**config.mk**
```make
export PLATFORM = sky130hd
export DESIGN_NAME = hermes_switch_ctrl
export DESIGN_NICKNAME = d
export VERILOG_FILES = /design/src/rtl/hermes_switch_ctrl.sv
export SDC_FILE = /design/constraint.sdc
export NUM_CORES = 1
export LEC_CHECK = 0
export ABC_CLOCK_PERIOD_IN_PS = 6100
export CORE_ASPECT_RATIO = 1.75
export CORE_MARGIN = 2
export CORE_UTILIZATION = 40
export CTS_CLUSTER_DIAMETER = 200
export CTS_CLUSTER_SIZE = 16
export DETAILED_ROUTE_END_ITERATION = 10
export PLACE_DENSITY = 0.82
export SYNTH_ARGS = -nofsm -noshare
export SYNTH_HDL_FRONTEND = slang
export SYNTH_SLANG_ARGS = --single-unit
```
**constraint.sdc**
```tcl
create_clock -name clock -period 6.1 [get_ports clock]
set_input_delay 0.61 -clock clock [delete_from_list [all_inputs] [get_ports clock]]
set_output_delay 0.61 -clock clock [all_outputs]
set_load 0.01 [all_outputs]
```
**src/rtl/hermes_switch_ctrl.sv**
```systemverilog
// Switch-allocation controller for one Hermes mesh router: XY routing, round-robin
// arbitration among header requests, and crossbar select tables held until packet end.
`timescale 1ns/1ps
module hermes_switch_ctrl #(
   parameter int         FLIT_WIDTH = 32,
   parameter int         NPORT      = 5,
   parameter logic [7:0] ADDR_X     = 8'd0,
   parameter logic [7:0] ADDR_Y     = 8'd0
) (
   input  logic                        clock,
   input  logic                        reset,
   input  logic [NPORT-1:0]            req_i,
   input  logic [NPORT*FLIT_WIDTH-1:0] hdr_i,
   input  logic [NPORT-1:0]            sender_i,
   output logic [NPORT-1:0]            ack_h_o,
   output logic [NPORT-1:0]            free_o,
   output logic [NPORT*3-1:0]          mux_in_o,
   output logic [NPORT*3-1:0]          mux_out_o
);

   typedef enum logic [1:0] {IDLE, ARB, ROUTE, GRANT} state_t;

   state_t           state, state_nxt;
   logic [NPORT-1:0] conn;
   logic [2:0]       prio;
   logic [2:0]       sel;
   logic [2:0]       dest;
   logic [NPORT-1:0] elig;
   logic [3:0]       pick;
   logic [2:0]       route_dest;
   logic [15:0]      addr_a [NPORT];
   logic             unused_hdr;

   // Round-robin scan starting just after the last served input; returns {found, index}.
   function automatic logic [3:0] rr_pick(input logic [NPORT-1:0] req, input logic [2:0] last);
      logic [3:0] res;
      logic [2:0] idx;
      res = '0;
      for (int i = 1; i <= NPORT; i++) begin
         idx = 3'((int'(last) + i) % NPORT);
         if (!res[3] && req[idx]) res = {1'b1, idx};
      end
      return res;
   endfunction

   function automatic logic [2:0] xy_route(input logic [15:0] addr);
      logic [7:0] tx, ty;
      tx = addr[15:8];
      ty = addr[7:0];
      if (tx > ADDR_X)      return 3'd0;
      else if (tx < ADDR_X) return 3'd1;
      else if (ty > ADDR_Y) return 3'd2;
      else if (ty < ADDR_Y) return 3'd3;
      else                  return 3'd4;
   endfunction

   for (genvar p = 0; p < NPORT; p++) begin : g_addr
      assign addr_a[p] = hdr_i[p*FLIT_WIDTH +: 16];
   end

   // Only the 16-bit target address of each header takes part in routing.
   assign unused_hdr = ^hdr_i;

   assign elig       = req_i & ~conn;
   assign pick       = rr_pick(elig, prio);
   assign route_dest = xy_route(addr_a[sel]);

   always_comb begin
      state_nxt = state;
      case (state)
         IDLE:    if (|elig) state_nxt = ARB;
         ARB:     state_nxt = pick[3] ? ROUTE : IDLE;
         ROUTE:   state_nxt = free_o[route_dest] ? GRANT : IDLE;
         GRANT:   state_nxt = IDLE;
         default: state_nxt = IDLE;
      endcase
   end

   always_ff @(posedge clock or posedge reset) begin
      if (reset) begin
         state     <= IDLE;
         conn      <= '0;
         prio      <= 3'(NPORT-1);
         ack_h_o   <= '0;
         free_o    <= '1;
         mux_in_o  <= '0;
         mux_out_o <= '0;
      end else begin
         state   <= state_nxt;
         ack_h_o <= '0;
         // A blocked header hands priority on so the others are served before it retries.
         if (state == ROUTE && !free_o[route_dest]) prio <= sel;
         for (int p = 0; p < NPORT; p++) begin
            if (conn[p] && !sender_i[p]) begin
               conn[p]                          <= 1'b0;
               free_o[mux_out_o[p*3 +: 3]]      <= 1'b1;
            end
         end
         // A grant never targets an output being released, so both updates coexist.
         if (state == GRANT) begin
            ack_h_o[sel]            <= 1'b1;
            free_o[dest]            <= 1'b0;
            mux_out_o[sel*3 +: 3]   <= dest;
            mux_in_o[dest*3 +: 3]   <= sel;
            conn[sel]               <= 1'b1;
            prio                    <= sel;
         end
      end
   end

   always_ff @(posedge clock) begin
      if (state == ARB && pick[3]) sel <= pick[2:0];
      if (state == ROUTE) dest <= route_dest;
   end

endmodule

```
==> qor.csv <==
metric,value,unit
max_cap_viol_count,0,
grt_overflow,0,
synth_edf_count,5,
syn2layout_area_growth,36.2,%
ff2ff_path_depth,15,
gp_congestion,0.927,
crit_fanout,9,
status,completed,
place_inst,691,
antenna_found_initial,0,
min-delay-start,free_o[3],
io_pins,212,
final_max_slew_viol_count,0,
numCtsBuffers,5,
via_per_inst,5.80,
leakagePower,0.00228,uW
drt_iter0_drc,212,
diodes,0,
synth_cells,454,
async_reset_ff_share,88.6,%
hold_depth,0,
io_buffers,120,
synth_area_leaders,"dfrtp_1, ha_1, dfstp_2",
period_minus_slack,4.88,ns
rsz0062_at_grt,no,
initial_core_util,40.8,%
ys_types,76,
slew-limit-headroom,43.4,%
ctsResizeCount,0,
power_density,650,nW/um2
clockBufferDepth,2,
arrival,4.90,ns
post_cts_buffers,0,
critPathLaunch,prio[1],
synthesis.area,3990,um2
die_w,79.5,um
num_rows,48,
fin_nets,784,
drc_errors,0,
worstMarginPinSlew,0.847,ns
routed_wl,12500,um
yosysTopAreaCell,dfrtp_1,
grt_pass1_vias,4152,
first_pass_iters,7,
cp-end-kind,register,
ys_top_cells_by_count,"nand2_1, ha_1, dfrtp_1",
ys_seq_area_share,28.4,%
place_hpwl,10100,um
yosys.area.top_type_share,20.7,%
min_path_type,reg -> reg,
ant_nets,0,
ir_drop,486,uV
tns,0,ns
vias,4055,
die-area,10800,um2
r2r_start,prio[1],
fin_crit_sh,80.0,%
grt_usage,23.0,%
yosys_register_bits,44,
setup_viol,0,
hold_violations,0,
path_class,reg -> reg,
cts_root_buf,clkbuf_16,
fp.dieH,136,um
fmax,205,MHz
cts_hold_buf,0,
cts.clk_slew.worst_paths,0.06,ns
critPathRequiredTime,6.12,ns
wire_per_inst,17.9,um
fin_skew,0.00651,ns
drive_gt1_share,6.97,%
synthFlopType,dfrtp_1,
nFillCells,846,
synth_warnings,0,
grt_max_degree,40,
start_kind,register,
yosys.cell_count.top_type,nand2_1,
syn_area_per_cell,8.79,um2
fin_cells,699,
cts_tree,built,
clock_latency,0.28,ns
grt_pass1_wl,19600,um
htreeDepth,2,
clock-sinks,44,
core_area,9790,um2
## final timing paths
| kind | slack (ns) | endpoint |
|---|---|---|
| worst min-delay path | 0.37 | free_o[3] |
| worst min register to register | 0.37 | free_o[3] |
| min in group asynchronous | 0.75 | ack_h_o[1] |
| worst max register to register | 1.22 | sel[0] |
| worst max-delay path | 1.22 | sel[0] |
| max in group asynchronous | 4.98 | free_o[2] |
## cells by family (layout without fill, tap and decap cells)
logic type	Yosys count	after routing	share of synthesized area, %
AO/OA/AOI/OAI	104	104	18.9
XOR/XNOR	10	10	2.38
adder cells (fa/ha/maj)	39	39	12.4
buffers and inverters	51	161	6.05
flip-flops	44	44	28.4
multiplexers	22	22	6.68
other	1	11	0.0940
AND/OR/NAND/NOR	183	183	25.0
## cells in the final DEF (no fill, tap or decap), types with 4 or more instances in the layout
cell,netlist,final
a211oi_1,5,5
a21o_1,6,6
a21oi_1,16,16
a22o_1,6,6
a32oi_1,4,4
and3_1,6,6
buf_4,11,8
clkbuf_16,0,5
clkdlybuf4s50_1,0,120
conb_1,1,11
dfrtp_1,33,33
dfstp_2,6,6
edfxtp_1,5,5
ha_1,38,38
inv_1,23,23
mux2_2,7,7
mux2i_1,12,12
nand2_1,39,39
nand2b_1,13,13
nand3_1,22,22
nor2_1,32,32
nor2b_1,10,10
nor3_1,8,8
nor3b_1,6,6
nor4_1,18,18
nor4b_1,7,7
nor4bb_1,5,5
o211ai_1,4,4
o21ai_0,22,22
o22ai_1,4,4
o31ai_1,4,4
xnor2_1,8,8
## critical path, stage by stage (launching register included)
cell and delay (ns):
dfrtp_1 0.39, inv_1 0.32, ha_1 0.38, o21ai_0 0.30, nand2_1 0.13, xnor2_1 0.17, ha_1 0.22, fa_1 0.36
a21boi_0 0.15, nand3_1 0.21, mux2i_1 0.37, mux2i_1 0.32, o221ai_1 0.30, a2111o_1 0.41, nor4_1 0.40, nor2_1 0.17
## layer usage
metal / vias up / part of all wire, % / track usage [%]
li1: 1904 / - / -
met1: 1929 / 33 / 21.7
met2: 180 / 55 / 45.9
met3: 42 / 6.4 / 3.39
met4: 0 / 4.9 / 11.3
met5: - / 0 / 0
## metrics by stage
| stage | total power, uW | util [%] | hold slack (ns) | area [um2] | setup slack (ns) |
|---|---|---|---|---|---|
| floorplan | 2510 | - | 0.454 | 4030 | 1.27 |
| global placement | 3150 | 54.1 | 0.358 | 5300 | 1.44 |
| detailed placement | 3250 | 54.1 | 0.361 | 5300 | 1.26 |
| CTS | 3530 | 55.5 | 0.369 | 5440 | 1.23 |
| global route | 3850 | 55.5 | 0.374 | 5440 | 0.907 |
| finish | 3540 | 55.5 | 0.367 | 5440 | 1.22 |
## state kept, by name (all words and copies together) (netlist names)
register,cells
ack_h_o,5
conn,5
dest,2
free_o,5
mux_in_o,9
mux_out_o,10
prio,3
sel,3
state,2
## power by group
group	total (uW)	switching, uW	leakage [uW]	internal, uW
combinational	2700	1510	0.00166	1190
sequential	584	149	0.000556	436
clock	254	103	0.0000679	151
total	3540	1760	0.00228	1780
## area by class of cell
type / count / area (um2) / area share (%)
inverter: 25 / 93.8 / 1.73
multi-input combinational: 369 / 2650 / 48.8
timing repair buffer: 128 / 1260 / 23.2
clock inverter: 1 / 5.00 / 0.0921
clock buffer: 7 / 133 / 2.44
sequential: 44 / 1130 / 20.9
tap: 125 / 156 / 2.88
Power figures use the tool's default switching activity.
==> RTL edit 1: new RTL, same flow settings <==
Re-encode `state_t` (4 states) as one-hot, 4 bits wide.
--- a/src/rtl/hermes_switch_ctrl.sv
+++ b/src/rtl/hermes_switch_ctrl.sv
@@ -20,3 +20,3 @@
 
-   typedef enum logic [1:0] {IDLE, ARB, ROUTE, GRANT} state_t;
+   typedef enum logic [3:0] {IDLE = 4'b0001, ARB = 4'b0010, ROUTE = 4'b0100, GRANT = 4'b1000} state_t;
 
Behaviour: no difference found for any inputs over 4 cycles, from zero or initial values and one cycle with reset high; so few cycles prove little.
==> RTL edit 1 against the original RTL <==
  * Area after synthesis rose by 4.2%
  * Setup slack got worse by 0.092 ns
  * Synthesized cell count rose by 8.6%
  * Via count rose by 8.0%
  * Clock skew fell by 0.0012 ns
  * Power fell by 31%
  * Routed wire length rose by 6.7%
  * Combinational power fell by 37%
  * Sequential cell count rose by 2
  * Hold slack got worse by 0.0010 ns
  * Cell count rose by 5.2%
  * Design area rose by 2.1%
  * Critical path type unchanged
  * Highest routed layer is now met5
==> RTL edit 1: results (changes against the original RTL) <==
* Crit Path Max Fanout at 16 (was 9)
* DP HPWL at 10.6 mm (was 10.1 mm)
* EDFF count, synth at 5 (unchanged)
* Clock buffer count at 6 (was 7)
* Vias at 4381 (was 4055)
* Top post-synthesis cells by area: dfrtp_1 (20%), ha_1 (9.3%), nand2_1 (5.1%), dfstp_2 (4.4%), edfxtp_1 (3.6%) (was dfrtp_1 (21%), ha_1 (12%), dfstp_2 (3.9%), edfxtp_1 (3.8%), nand2_1 (3.7%))
* Pre-CTS setup slack at 1.18 ns (was 1.26 ns)
* Comb_multi_in at 399 (was 369)
* Global placement routability congestion at 0.962 (was 0.927)
* Slowest-stage cell, CP: dfrtp_1 (was a2111o_1)
* Seq/Total Area, Yosys at 28.5% (was 28.4%)
* Hold worst-path end: free_o[1] (was free_o[3])
* Placed Area at 5400 µm² (was 5300 µm²)
* Mux cell area share after synthesis at 4.45% (was 6.68%)
* Util after Layout at 54.6% (was 55.5%)
* Mapped Cells at 493 (was 454)
* Pleak at 2.27 nW (was 2.28 nW)
* Clock skew at 0.00528 ns (was 0.00651 ns)
* CTS H-tree lvls at 2 (unchanged)
* Largest net degree at the start of global routing at 42 (was 40)
* Switching Share at 49.4% (was 49.7%)
* Inst Count DP at 727 (was 691)
* Inverters, non-clock at 29 (was 25)
* Post-Synth Adder-Cell Area at 9.32% (was 12.4%)
* Signal buffers at 126 (was 128)
* Synth top cells by count: nand2_1 (56), dfrtp_1 (34), ha_1 (31) (was nand2_1 (39), ha_1 (38), dfrtp_1 (33))
* DRT Pass-1 Iters at 5 (was 7)
* Mean post-synth cell area at 8.44 µm² (was 8.79 µm²)
* Tot GR Track Use at 24.0% (was 23.0%)
* Share of layout cells above drive strength 1 at 7.07% (was 6.97%)
* Compound-Gate Fraction of Synth Area at 19.6% (was 18.9%)
* Logic pwr share at 69.8% (was 76.3%)
* Reg2Reg Capture Point: sel[2] (was sel[0])
* First-pass GRT wire length at 21.4 mm (was 19.6 mm)
* Final hold slack at 0.366 ns (was 0.367 ns)
* Post-Synth XOR/XNOR Area at 2.71% (was 2.38%)
* Seq area share at 21.3% (was 20.9%)
* CP arrival at 4.92 ns (was 4.90 ns)
* Power per Cell Area at 439 nW/µm² (was 650 nW/µm²)
* Final cell count without fillers at 735 (was 699)
* Multi-input gate area at 2700 µm² (was 2650 µm²)
* Status: complete, no violations (unchanged)
* Vias in the first global route at 4534 (was 4152)
* Clock Pin Slew Worst Setup and Hold Paths at 0.06 ns (about the same)
* Max rail drop VDD at 0.000230 V (was 0.000486 V)
* Min-Delay Startpoint: free_o[1] (was free_o[3])
* Nets at 810 (was 784)
* Async SR Flop Fraction at 89.1% (was 88.6%)
* FF+latch count, synth at 46 (was 44)
* Flop2flop setup slack at 1.13 ns (was 1.22 ns)
* DR iter-0 viols at 355 (was 212)
* Data buffer area share at 22.4% (was 23.2%)
* CP max stage delay at 0.66 ns (was 0.41 ns)
* Clock buf/inv share at 2.73% (was 2.53%)
* Drt total wl at 13.3 mm (was 12.5 mm)
==> RTL edit 1: cell families after synthesis <==
kind of cell | Yosys count
and+or+nand+nor | 211
AOI/OAI and AO/OA | 118
buffers and inverters | 58
DFF | 46
adders and majority gates | 31
muxes | 16
xor gates and xnor gates | 12
other | 1
==> RTL edit 1: worst max-delay path by stage <==
stage / start / endpoint / slack (ns) / depth (start not counted)
finish: prio[1] / sel[2] / 1.13 / 15
global route: prio[1] / sel[2] / 0.89 / 19
CTS: prio[1] / sel[2] / 1.18 / 15
detailed placement: prio[1] / sel[2] / 1.18 / 15
global placement: prio[1] / sel[2] / 1.37 / 15
floorplan: prio[0] / sel[2] / 1.84 / 22
==> RTL edit 1: routing by layer <==
metal  vias up  global-route usage, %  routed length (µm)
met5         -                      0                  12
met4         2                   11.5                 641
met3        48                   3.78                 840
met2       216                   44.6                7280
met1      2095                   25.2                4540
li1       2020                      -                   -
==> RTL edit 2: new RTL, same flow settings <==
Made on the original files. The parameter `NPORT` goes from 5 to 4.
--- a/src/rtl/hermes_switch_ctrl.sv
+++ b/src/rtl/hermes_switch_ctrl.sv
@@ -5,3 +5,3 @@
    parameter int         FLIT_WIDTH = 32,
-   parameter int         NPORT      = 5,
+   parameter int         NPORT      = 4,
    parameter logic [7:0] ADDR_X     = 8'd0,
Ports: changed (7 resized); port bits go from 212 to 170. The function was not compared with the original's and may differ.
==> RTL edit 2 against the original RTL <==
  * Area after synthesis down 52%
  * Sequential power is 29% lower
  * Sequential cell count decreased by 12
  * Setup slack gained 2.0 ns
  * Hold slack hardly changed
  * Clock skew increased by 0.0032 ns
  * Count of clock-buffer cells in the layout unchanged
  * Power is 72% lower
  * Routed wire length is 60% lower
  * Design area shrank 46%
==> RTL edit 2: results (changes against the original RTL) <==
* DP HPWL at 4.05 mm (was 10.1 mm)
* DRT Pass-1 Iters at 4 (was 7)
* Comb power at 403 µW (was 2.70 mW)
* Global placement routability congestion at 0.778 (was 0.927)
* Top_reg_cell synth: dfrtp_1 (unchanged)
* Share of layout cells above drive strength 1 at 5.92% (was 6.97%)
* Number of flip-flops in the largest register at 8 (was 10)
* CP max stage delay at 0.71 ns (was 0.41 ns)
* Slowest-stage cell, CP: a2111oi_0 (was a2111o_1)
* Synth cell types at 43 (was 76)
* Clock skew at 0.00973 ns (was 0.00651 ns)
* Top reg by flops: mux_out_o (unchanged)
* Antenna violations before repair at 0 (unchanged)
* CTS Root Cell: clkbuf_8 (was clkbuf_16)
* Drt total wl at 4.99 mm (was 12.5 mm)
* CTS buffer count at 5 (unchanged)
* Status: complete, no violations (unchanged)
* N_diodes at 0 (unchanged)
* Seq/Total Area, Yosys at 43.4% (was 28.4%)
* First-pass GRT wire length at 8.49 mm (was 19.6 mm)
* DR iter-0 viols at 45 (was 212)
* Vias in the first global route at 1932 (was 4152)
* EDFF count, synth at 4 (was 5)
* Postcts setup bufs at 0 (unchanged)
* Pleak at 1.24 nW (was 2.28 nW)
* Final number of setup-violating endpoints at 0 (unchanged)
* CTS H-tree lvls at 2 (unchanged)
* Top post-synthesis cells by area: dfrtp_1 (29%), dfstp_2 (8.3%), ha_1 (7.2%), edfxtp_1 (6.3%), nand2_1 (4.9%) (was dfrtp_1 (21%), ha_1 (12%), dfstp_2 (3.9%), edfxtp_1 (3.8%), nand2_1 (3.7%))
* I/O Buffers at 93 (was 120)
* Sequential Power at 415 µW (was 584 µW)
* Synth top cells by count: nand2_1 (25), dfrtp_1 (22), buf_4 (12) (was nand2_1 (39), ha_1 (38), dfrtp_1 (33))
* CP arrival at 3.05 ns (was 4.90 ns)
* Worst hold path class: flop to flop (unchanged)
* Clk_lat worst skew at 0.28 ns (about the same)
* Synth warn at 0 (unchanged)
* Clock tree buffer depth at 2 (unchanged)
* Tot GR Track Use at 20.5% (was 23.0%)
* Psw at 359 µW (was 1.76 mW)
* Clock Pin Slew Worst Setup and Hold Paths at around 0.07 ns
* Slew of the pin with the lowest slew margin at 1.04 ns (was 0.847 ns)
* Async SR Flop Fraction at 87.5% (was 88.6%)
* Top delay family on crit path: compound AO/OA/AOI/OAI gates (unchanged)
* Avg Vias per Cell at 5.48 (was 5.80)
* Nets at 435 (was 784)
* Largest net degree at the start of global routing at 29 (was 40)
* PostCTS Resize Cnt at 0 (unchanged)
* Crit Path Max Fanout at 4 (was 9)
* Max rail drop VDD at 0.000267 V (was 0.000486 V)
## RTL edit 2: logic make-up (layout without fill, tap and decap cells)
family | Yosys count | after routing | share of synthesized area [%]
AO/OA/AOI/OAI | 41 | 41 | 16.8
adder cells (fa/ha/maj) | 11 | 11 | 7.21
buffers and inverters | 26 | 108 | 7.54
flip-flops | 32 | 32 | 43.4
multiplexers | 3 | 3 | 2.10
other | 1 | 12 | 0.196
AND/OR/NAND/NOR | 80 | 80 | 22.7
## RTL edit 2: layer usage
layer	global-route usage [%]	vias to the layer above	wire, µm
li1	-	878	-
met1	20.8	847	1810
met2	37.2	118	2550
met3	3.26	16	415
met4	15.3	0	227
met5	0	-	0
## RTL edit 2: worst paths after layout
path	startpoint	endpoint	slack, ns	cells after the start
max in group asynchronous	reset	ack_h_o[1]	4.58	2
min reg2reg	free_o[3]	free_o[3]	0.37	0
min	free_o[3]	free_o[3]	0.37	0
min in group asynchronous	reset	mux_in_o[7]	0.88	2
max reg2reg	sel[1]	prio[0]	3.78	5
max	hdr_i[108]	prio[0]	3.26	6
## RTL edit 2: metrics by stage
step | total power [mW] | std cells | instance area (µm²) | setup WS, ns | utilization (%)
after floorplan | 0.621 | 205 | 1950 | 3.46 | -
after CTS | 0.979 | 339 | 2910 | 3.25 | 62.9
after global routing | 1.05 | 339 | 2910 | 3.07 | 62.9
after global placement | 0.806 | 331 | 2830 | 2.98 | 61.2
after detailed placement | 0.819 | 331 | 2830 | 2.95 | 61.2
final | 0.973 | 339 | 2910 | 3.26 | 62.9
## RTL edit 2: final cells by class
cell class	count	area, µm²
inverters	7	26.3
multi-input cells	147	978
clock buffers	7	76.3
clock inverters	1	5.00
repair buffers	93	931
well taps	52	65.1
flip-flops and latches	32	828
fillers	384	1710
